## src/rtl/rr_stream_arbiter.sv

```systemverilog
// -----------------------------------------------------------------------------
// rr_stream_arbiter
//   N-to-1 round-robin arbiter for ready/valid payload channels. One registered
//   output stage gives 1-cycle latency at full throughput, and the index of the
//   producing requester travels alongside each beat.
//
// Parameters
//   N    number of requesters (N >= 2)
//   T    payload type (packed); reset value '0
//   IDW  width of the source index, $clog2(N)
//
// Ports
//   clk        in   1       clock, rising edge
//   reset_n    in   1       asynchronous reset, active low
//   valid_in   in   N       per-requester valid
//   ready_in   out  N       per-requester ready, at most one bit set (combinational)
//   data_in    in   N x T   per-requester payload
//   lock_in    in   N       per-requester "more beats follow" flag
//   valid_out  out  1       output valid (registered)
//   ready_out  in   1       downstream ready
//   data_out   out  T       output payload (registered)
//   src_out    out  IDW     requester index of data_out (registered)
//
// Configuration
//   ARB_LOCK_EN  when defined, an accepted beat with lock_in[g]=1 locks the
//                grant to requester g until it sends a beat with lock_in=0.
//                When undefined, lock_in is ignored.
// -----------------------------------------------------------------------------
module rr_stream_arbiter #(
  parameter int  N   = 4,
  parameter type T   = logic,
  localparam int IDW = $clog2(N)
) (
  input  logic           clk,
  input  logic           reset_n,
  input  logic [N-1:0]   valid_in,
  output logic [N-1:0]   ready_in,
  input  T               data_in [N],
  input  logic [N-1:0]   lock_in,
  output logic           valid_out,
  input  logic           ready_out,
  output T               data_out,
  output logic [IDW-1:0] src_out
);

  // Output stage and round-robin pointer
  logic           r_vq;
  T               r_dq;
  logic [IDW-1:0] r_sq;
  logic [IDW-1:0] r_rr_ptr;

  // Arbitration wires
  logic [N-1:0]   w_req;
  logic           w_stage_free;
  logic           w_any;
  logic           w_accept;
  logic [IDW-1:0] w_gnt;
  logic [IDW-1:0] w_next_ptr;
  logic           w_hi_found;
  logic [IDW-1:0] w_hi_idx;
  logic           w_lo_found;
  logic [IDW-1:0] w_lo_idx;

`ifdef ARB_LOCK_EN
  logic           r_locked;
  logic [IDW-1:0] r_lock_id;
  logic [N-1:0]   w_lock_mask;

  assign w_lock_mask = {{(N-1){1'b0}}, 1'b1} << r_lock_id;
  // While locked, only the lock owner is eligible, even when it is idle.
  assign w_req       = r_locked ? (valid_in & w_lock_mask) : valid_in;
`else
  logic w_unused_lock;

  assign w_unused_lock = ^lock_in;
  assign w_req         = valid_in;
`endif

  // The stage can take a beat when empty or when its beat leaves this cycle.
  assign w_stage_free = ~r_vq | ready_out;

  // Rotating priority search: the lowest requester at or above r_rr_ptr wins;
  // if none exists, the lowest requester overall wins (wrap-around).
  // Scanning downward lets the last overwrite leave the lowest index.
  always_comb begin
    w_hi_found = 1'b0;
    w_hi_idx   = '0;
    w_lo_found = 1'b0;
    w_lo_idx   = '0;
    for (int i = N - 1; i >= 0; i--) begin
      w_lo_found = w_lo_found | w_req[i];
      w_lo_idx   = w_req[i] ? IDW'(i) : w_lo_idx;
      w_hi_found = w_hi_found | (w_req[i] & (i >= int'(r_rr_ptr)));
      w_hi_idx   = (w_req[i] && (i >= int'(r_rr_ptr))) ? IDW'(i) : w_hi_idx;
    end
  end

  assign w_gnt      = w_hi_found ? w_hi_idx : w_lo_idx;
  assign w_any      = w_lo_found;
  assign w_accept   = w_any & w_stage_free;
  assign w_next_ptr = (w_gnt == IDW'(N - 1)) ? '0 : (w_gnt + IDW'(1));

  // One-hot ready to the granted requester; forced low while in reset.
  always_comb begin
    ready_in = '0;
    if (w_accept && reset_n) begin
      ready_in[w_gnt] = 1'b1;
    end else begin
      ready_in = '0;
    end
  end

  // Output stage: load on accept (also covers drain+accept), else drain.
  always_ff @(posedge clk or negedge reset_n) begin
    if (!reset_n) begin
      r_vq <= 1'b0;
      r_dq <= '0;
      r_sq <= '0;
    end else if (w_accept) begin
      r_vq <= 1'b1;
      r_dq <= data_in[w_gnt];
      r_sq <= w_gnt;
    end else if (ready_out) begin
      r_vq <= 1'b0;
    end else begin
      r_vq <= r_vq;
    end
  end

`ifdef ARB_LOCK_EN
  // Pointer and lock state: a locking beat holds the pointer; the closing
  // beat of a packet releases the lock and moves past the owner.
  always_ff @(posedge clk or negedge reset_n) begin
    if (!reset_n) begin
      r_rr_ptr  <= '0;
      r_locked  <= 1'b0;
      r_lock_id <= '0;
    end else if (w_accept) begin
      if (lock_in[w_gnt]) begin
        r_locked  <= 1'b1;
        r_lock_id <= w_gnt;
      end else begin
        r_locked  <= 1'b0;
        r_rr_ptr  <= w_next_ptr;
      end
    end else begin
      r_locked <= r_locked;
    end
  end
`else
  // Pointer advances past every granted requester; idle cycles leave it.
  always_ff @(posedge clk or negedge reset_n) begin
    if (!reset_n) begin
      r_rr_ptr <= '0;
    end else if (w_accept) begin
      r_rr_ptr <= w_next_ptr;
    end else begin
      r_rr_ptr <= r_rr_ptr;
    end
  end
`endif

  assign valid_out = r_vq;
  assign data_out  = r_dq;
  assign src_out   = r_sq;

endmodule
```

## config.mk

```make
export PLATFORM = sky130hd
export DESIGN_NAME = rr_stream_arbiter
export DESIGN_NICKNAME = d
export VERILOG_FILES = /design/src/rtl/rr_stream_arbiter.sv
export SDC_FILE = /design/constraint.sdc
export NUM_CORES = 1
export LEC_CHECK = 0
export ABC_AREA = 1
export CAP_MARGIN = 0
export CORE_AREA = 2 2 39 41
export CTS_CLUSTER_DIAMETER = 100
export DETAILED_ROUTE_END_ITERATION = 7
export DIE_AREA = 0 0 41 43
export GPL_ROUTABILITY_DRIVEN = 0
export GPL_TIMING_DRIVEN = 0
export PLACE_DENSITY = 0.67
export SYNTH_ARGS = -nofsm -noshare
export SYNTH_HDL_FRONTEND = slang
export SYNTH_SLANG_ARGS = --single-unit
```

## constraint.sdc

```tcl
create_clock -name clk -period 1.7 [get_ports clk]
set_input_delay 0.255 -clock clk [delete_from_list [all_inputs] [get_ports clk]]
set_output_delay 0.255 -clock clk [all_outputs]
set_load 0.1 [all_outputs]
```

==> results.json, run 1 <==
{
  "run_status": "finished, violations left",
  "violations": "setup timing",
  "synth.top_cells.by_count": "nand2_1 (21), inv_1 (15), nor2_1 (12), dfrtp_1 (6), nand3_1 (6)",
  "rsz0062_at_grt": "yes",
  "pwr_density_cell_mw_per_mm2": 1550,
  "fin_ws_ns": -0.208,
  "dieArea_mm2": 0.00176,
  "path_cells": "nand2_2 > nand2_1 > o21a_1 > nand2_4 > inv_2 > ha_2 > inv_2 > nor2_4 > buf_12",
  "syn_avg_cell_area_um2": 6.46,
  "worst_pin_slew_ns": 0.944,
  "io_buffers": 18,
  "fin_total_pwr_mw": 1.27,
  "crit_slowest_cell": "dfrtp_2",
  "cts_num_sinks": 6,
  "worst-path-buf-inv": 3,
  "synth_seq_area_share_pct": 32.3,
  "drive_gt1_share_pct": 40.2,
  "ys_warn_count": 0,
  "pre_cts_slack_ns": -1.32,
  "detail_route.wl_per_cell_um": 8.71,
  "grt_pass1_vias": 447,
  "grt_overflow": 0,
  "finalSetupViolCount": 4,
  "ys_types": 11,
  "synth.most_common_cell": "nand2_1",
  "critPathRequiredTime_ns": 1.44,
  "grt_first_pass_wirelength_mm": 1.62,
  "area_growth_pct": 76.3,
  "synth.largest_area_cell": "dfrtp_1",
  "maxCapViolations": 0,
  "vias_per_cell": 4.22,
  "core_mm2": 0.00138,
  "synth_fp_nets": 91,
  "grt_start_max_net_pins": 8,
  "start_kind": "register",
  "grt_usage_pct": 13.4,
  "chipHeight_um": 43,
  "root_buffer": "clkbuf_4",
  "htreeDepth": 1,
  "path_clk_slew_ns": 0.05,
  "vias": 477,
  "ir_drop_uv": 743,
  "synth-edff-count": 0,
  "insertedDiodeCount": 0,
  "synth-main-ff-cell": "dfrtp_1",
  "slew_headroom_pct": 37.3,
  "hold_slack_ns": 0.288,
  "crit_type": "register to primary output",
  "die_width_um": 41,
  "yosys.area.top_type_share_pct": 32.3,
  "crit_family": "flip-flops",
  "hold_class": "primary input to asynchronous set/reset pin",
  "ys_ff_latch": 6,
  "min_period_ns": 1.91,
  "slew_viol_final": 0,
  "path_common_cell": "inv_2",
  "drc_errors": 0,
  "cts_buffer_depth": 2,
  "cts_buffers": 3,
  "fin_tns_setup_ns": -0.819,
  "synthTopCellsByArea": "dfrtp_1 (32%), nand2_1 (17%), inv_1 (12%), ha_1 (11%), nor2_1 (9.7%)",
  "ios": 23,
  "insertion_delay_ns": 0.24,
  "nets": 117,
  "drtPass1Iterations": 2,
  "fmax_mhz": 524,
  "antenna_found_initial": 0,
  "crit_path_end_kind": "primary output",
  "start_util_pct": 33.6,
  "synthArstFlopShare_pct": 100,
  "drt_iter0_drc": 3,
  "ant_nets": 0,
  "finalWirelength_um": 984,
  "cts_tree": "done",
  "finalCritPeriodShare_pct": 112,
  "power_leakage_nw": 0.402,
  "arrival_ns": 1.65,
  "cp_max_fo": 6,
  "dp_hpwl_um": 758,
  "rows": 14,
  "crit_path_max_incr_delay_ns": 0.44,
  "netlist_instances": 72,
  "hold_viol": 0,
  "syn-cell-area_um2": 465,
  "skew_ns": 0.00961
}
## cells by family (layout without fill, tap and decap cells)
kind of cell | after synthesis | count (layout) | synth area share (%)
AO/OA/AOI/OAI | 4 | 4 | 6.99
adder cells (fa/ha/maj) | 4 | 4 | 10.8
buffers and inverters | 16 | 41 | 12.9
flip-flops | 6 | 6 | 32.3
AND/OR/NAND/NOR | 42 | 42 | 37.1
## per-layer routing
layer  track usage (%)  vias to the layer above  routed length, µm
li1                  -                      262                  -
met4              8.00                        0                  0
met1              15.6                      201                412
met2              21.9                       14                528
met5                 0                        -                  0
met3              1.57                        0                 43
## registers in the layout, summed over array words and instances (netlist names)
| register | cells |
|---|---|
| r_rr_ptr | 2 |
| data_out | 1 |
| valid_out | 1 |
| src_out | 2 |
## power by group
part / switching (mW) / internal [mW] / leakage, nW
sequential: 0.0511 / 0.202 / 0.0677
clock: 0.0505 / 0.0888 / 0.0150
combinational: 0.619 / 0.261 / 0.319
## per-stage QoR
stage / area [µm²] / std cells / util [%]
2_1_floorplan: 509 / 72 / -
3_3_place_gp: 709 / 106 / 51.3
3_5_place_dp: 709 / 106 / 51.3
4_1_cts: 822 / 113 / 59.4
5_1_grt: 821 / 113 / 59.3
6_report: 821 / 113 / 59.3
## worst paths after layout
check	start	to	slack, ns	cells past startpoint
max reg2reg	r_rr_ptr[1]$_DFFE_PN0P_	r_rr_ptr[1]$_DFFE_PN0P_	0.23	8
max	r_rr_ptr[1]$_DFFE_PN0P_	ready_in[3]	-0.21	9
max in group asynchronous	reset_n	r_rr_ptr[1]$_DFFE_PN0P_	1.11	1
min	reset_n	valid_out$_DFFE_PN0P_	0.29	1
min in group clk	data_out$_DFFE_PN0P_	data_out$_DFFE_PN0P_	0.49	2
min reg2reg	data_out$_DFFE_PN0P_	data_out$_DFFE_PN0P_	0.49	2
## layout by cell type, fill, tap and decap left out, drive strengths merged
master | netlist | layout
dlygate4sd2 | 0 | 4
nor2 | 13 | 13
clkdlybuf4s15 | 0 | 2
clkbuf | 0 | 6
clkdlybuf4s50 | 0 | 6
inv | 16 | 16
dfrtp | 6 | 6
buf | 0 | 7
ha | 4 | 4
o21a | 2 | 2
a21oi | 2 | 2
nand3 | 6 | 6
nand2 | 23 | 23
## layout make-up
class | instances | area (µm²)
fillers | 125 | 563
multi-input cells | 50 | 330
inverters | 16 | 60.1
repair buffers | 21 | 229
well taps | 16 | 20.0
clock buffers | 4 | 26.3
flip-flops and latches | 6 | 155
## repair_timing
action | CTS | global route
endpoints found under the setup margin | 8 | 6
buffers inserted | 3 | 0
endpoints found under the hold margin | 0 | 0
pin swaps | 10 | 4
hold buffers | 0 | 0
resized for setup | 61 | 4
Power figures use the tool's default switching activity.
==> run 2, diff against run 1 <==
--- a/config.mk
+++ b/config.mk
@@ -6,6 +6,7 @@
 export NUM_CORES = 1
 export LEC_CHECK = 0
 export ABC_AREA = 1
+export ABC_CLOCK_PERIOD_IN_PS = 1700
 export CAP_MARGIN = 0
 export CORE_AREA = 2 2 39 41
 export CTS_CLUSTER_DIAMETER = 100
==> results of run 2 <==
The final DEF is identical to that of run 1; final timing and power are the same.
==> variant: new RTL, settings of run 2 <==
Change the parameter `N` from 4 to 2.
--- a/src/rtl/rr_stream_arbiter.sv
+++ b/src/rtl/rr_stream_arbiter.sv
@@ -29,3 +29,3 @@
 module rr_stream_arbiter #(
-  parameter int  N   = 4,
+  parameter int  N   = 2,
   parameter type T   = logic,
Ports: changed (5 resized); port bits go from 23 to 14. The function was not compared with the original's and may differ.
==> variant against run 2 <==
  * Power is 67% lower
  * Setup slack better by 0.25 ns
  * Sequential cell count is 2 lower
  * Routed wire length is 46% lower
  * Die area stayed put
  * Final area is 47% lower
  * Cell count is 46% lower
  * Critical path depth is 8 lower
  * First-iteration DRC count is 33% higher
  * Area after synthesis is 53% lower
  * Critical endpoint is now data_out
  * Highest routed layer is now met4
==> variant: results (changes against run 2) <==
Run status
  • Outcome: finished clean

Cells and area
  • Post-Layout Cell Count: 61 (-46%)
  • Fill count: 152 (+22%)
  • Final #Nets: 55 (-53%)
  • Layout cells sized above 1: 33.3% (-6.9 points)

Synth
  • Seq/Total Area, Yosys: 45.7% (+13 points)
  • Post-synth top cells: nand2_1, inv_1, dfrtp_1, o21ai_1
  • Syn_area_per_cell: 7.55 um^2 (+17%)
  • Synth top area cells: dfrtp_1, nand2_1, inv_1
  • Post-synth cell types: 10 (-1)
  • Syn nets: 38 (-58%)

Worst setup path
  • Crit-path max cell delay: 0.82 ns (+0.38 ns)
  • CP Launch Point: data_out$_DFFE_PN0P_
  • Critical Path Fanout Max: 2 (-4)
  • CP endpoint: data_out
  • CP top delay family: buffers and inverters
  • Origin of the critical flop-to-flop path: valid_out$_DFFE_PN0P_
  • Critical path's slowest cell: clkdlybuf4s15_1
  • Reg2Reg Depth: 5 (-3)
  • R2r endpoint: r_rr_ptr$_DFFE_PN0P_
  • WP data arrival: 1.40 ns (-0.25 ns)
  • Flop2flop setup slack: 0.76 ns (+0.53 ns)

Placed design
  • Final HPWL DP: 394 um (-48%)
  • PortBufs: 11 (-7)
  • Placed cells: 56 (-47%)

Power and ir drop
  • Leakage: 0.208 nW (-48%)
  • IR drop worst, VDD: 0.306 mV (-59%)

STA
  • Worst Hold Margin: 0.484 ns (+0.196 ns)
  • Worst Skew: 0.00941 ns (-0.000201 ns)
  • Slew HR: 37.2% (-0.10 points)
  • Final Setup Violations: 0 (-4)

Global routing
  • GRT met1 Usage: 9.80% (-5.8 points)
  • First-pass GRT wire length: 952 um (-41%)
  • Met2 Use GR: 10.9% (-11 points)
  • GRT Total Usage: 8.78% (-4.6 points)
  • GR Util met3: 3.66% (+2.1 points)
  • Pin count of the biggest net entering global routing: 5 (-3)

Drt
  • Total number of vias: 234 (-51%)
  • Routed WL: 531 um (-46%)
  • Initial DRC Count: 4 (+1)
  • First-pass detailed-route iteration total: 3 (+1)

CTS
  • Post-CTS Setup Repair Bufs: 0 (-3)
  • Worst skew pair latency: 0.25 ns

Worst hold path
  • Worst Hold Class: reg2reg
## variant: cells by family after synthesis
kind of cell / Yosys count / synth area share (%)
AOI/OAI and AO/OA: 3 / 6.86
and+or+nand+nor: 16 / 37.1
buffers and inverters: 6 / 10.3
DFF: 4 / 45.7
## variant: routing by layer
layer,wire [um],share of wire (%)
met1,193,36
met2,276,52
met3,43,8.1
met4,17,3.2
met5,0,0
## variant: area by class of cell
class,count,area share (%)
repair buffers,12,30.4
well taps,16,4.58
clock buffers,4,6.02
flip-flops and latches,4,23.8
multi-input cells,19,30.1
inverters,6,5.16
## variant: stage by stage
| step | setup slack, ns | cell area, um^2 |
|---|---|---|
| final | 0.0410 | 437 |
| after global routing | 0.00384 | 437 |
| after CTS | 0.0161 | 435 |
| after detailed placement | -0.914 | 388 |
| after global placement | -0.899 | 388 |
| after floorplan | -0.143 | 258 |
## variant: worst min-delay path by stage
stage,start,endpoint
2_1_floorplan,reset_n,data_out$_DFFE_PN0P_
3_3_place_gp,data_out$_DFFE_PN0P_,data_out$_DFFE_PN0P_
3_5_place_dp,src_out$_DFFE_PN0P_,src_out$_DFFE_PN0P_
4_1_cts,src_out$_DFFE_PN0P_,src_out$_DFFE_PN0P_
5_1_grt,valid_in[0],valid_out$_DFFE_PN0P_
6_report,src_out$_DFFE_PN0P_,src_out$_DFFE_PN0P_
## variant: timing repair
action                                  in CTS  in global routing
endpoints found under the setup margin       5                  1
hold buffers                                 1                  0
gates resized for setup                     26                  1
endpoints found under the hold margin        4                  0
## variant: power breakdown
part / switching (mW) / leakage (nW) / internal, mW
Clock: 0.0481 / 0.0150 / 0.0887
Combinational: 0.122 / 0.147 / 0.0453
Sequential: 0.00586 / 0.0460 / 0.108
Total: 0.176 / 0.208 / 0.242
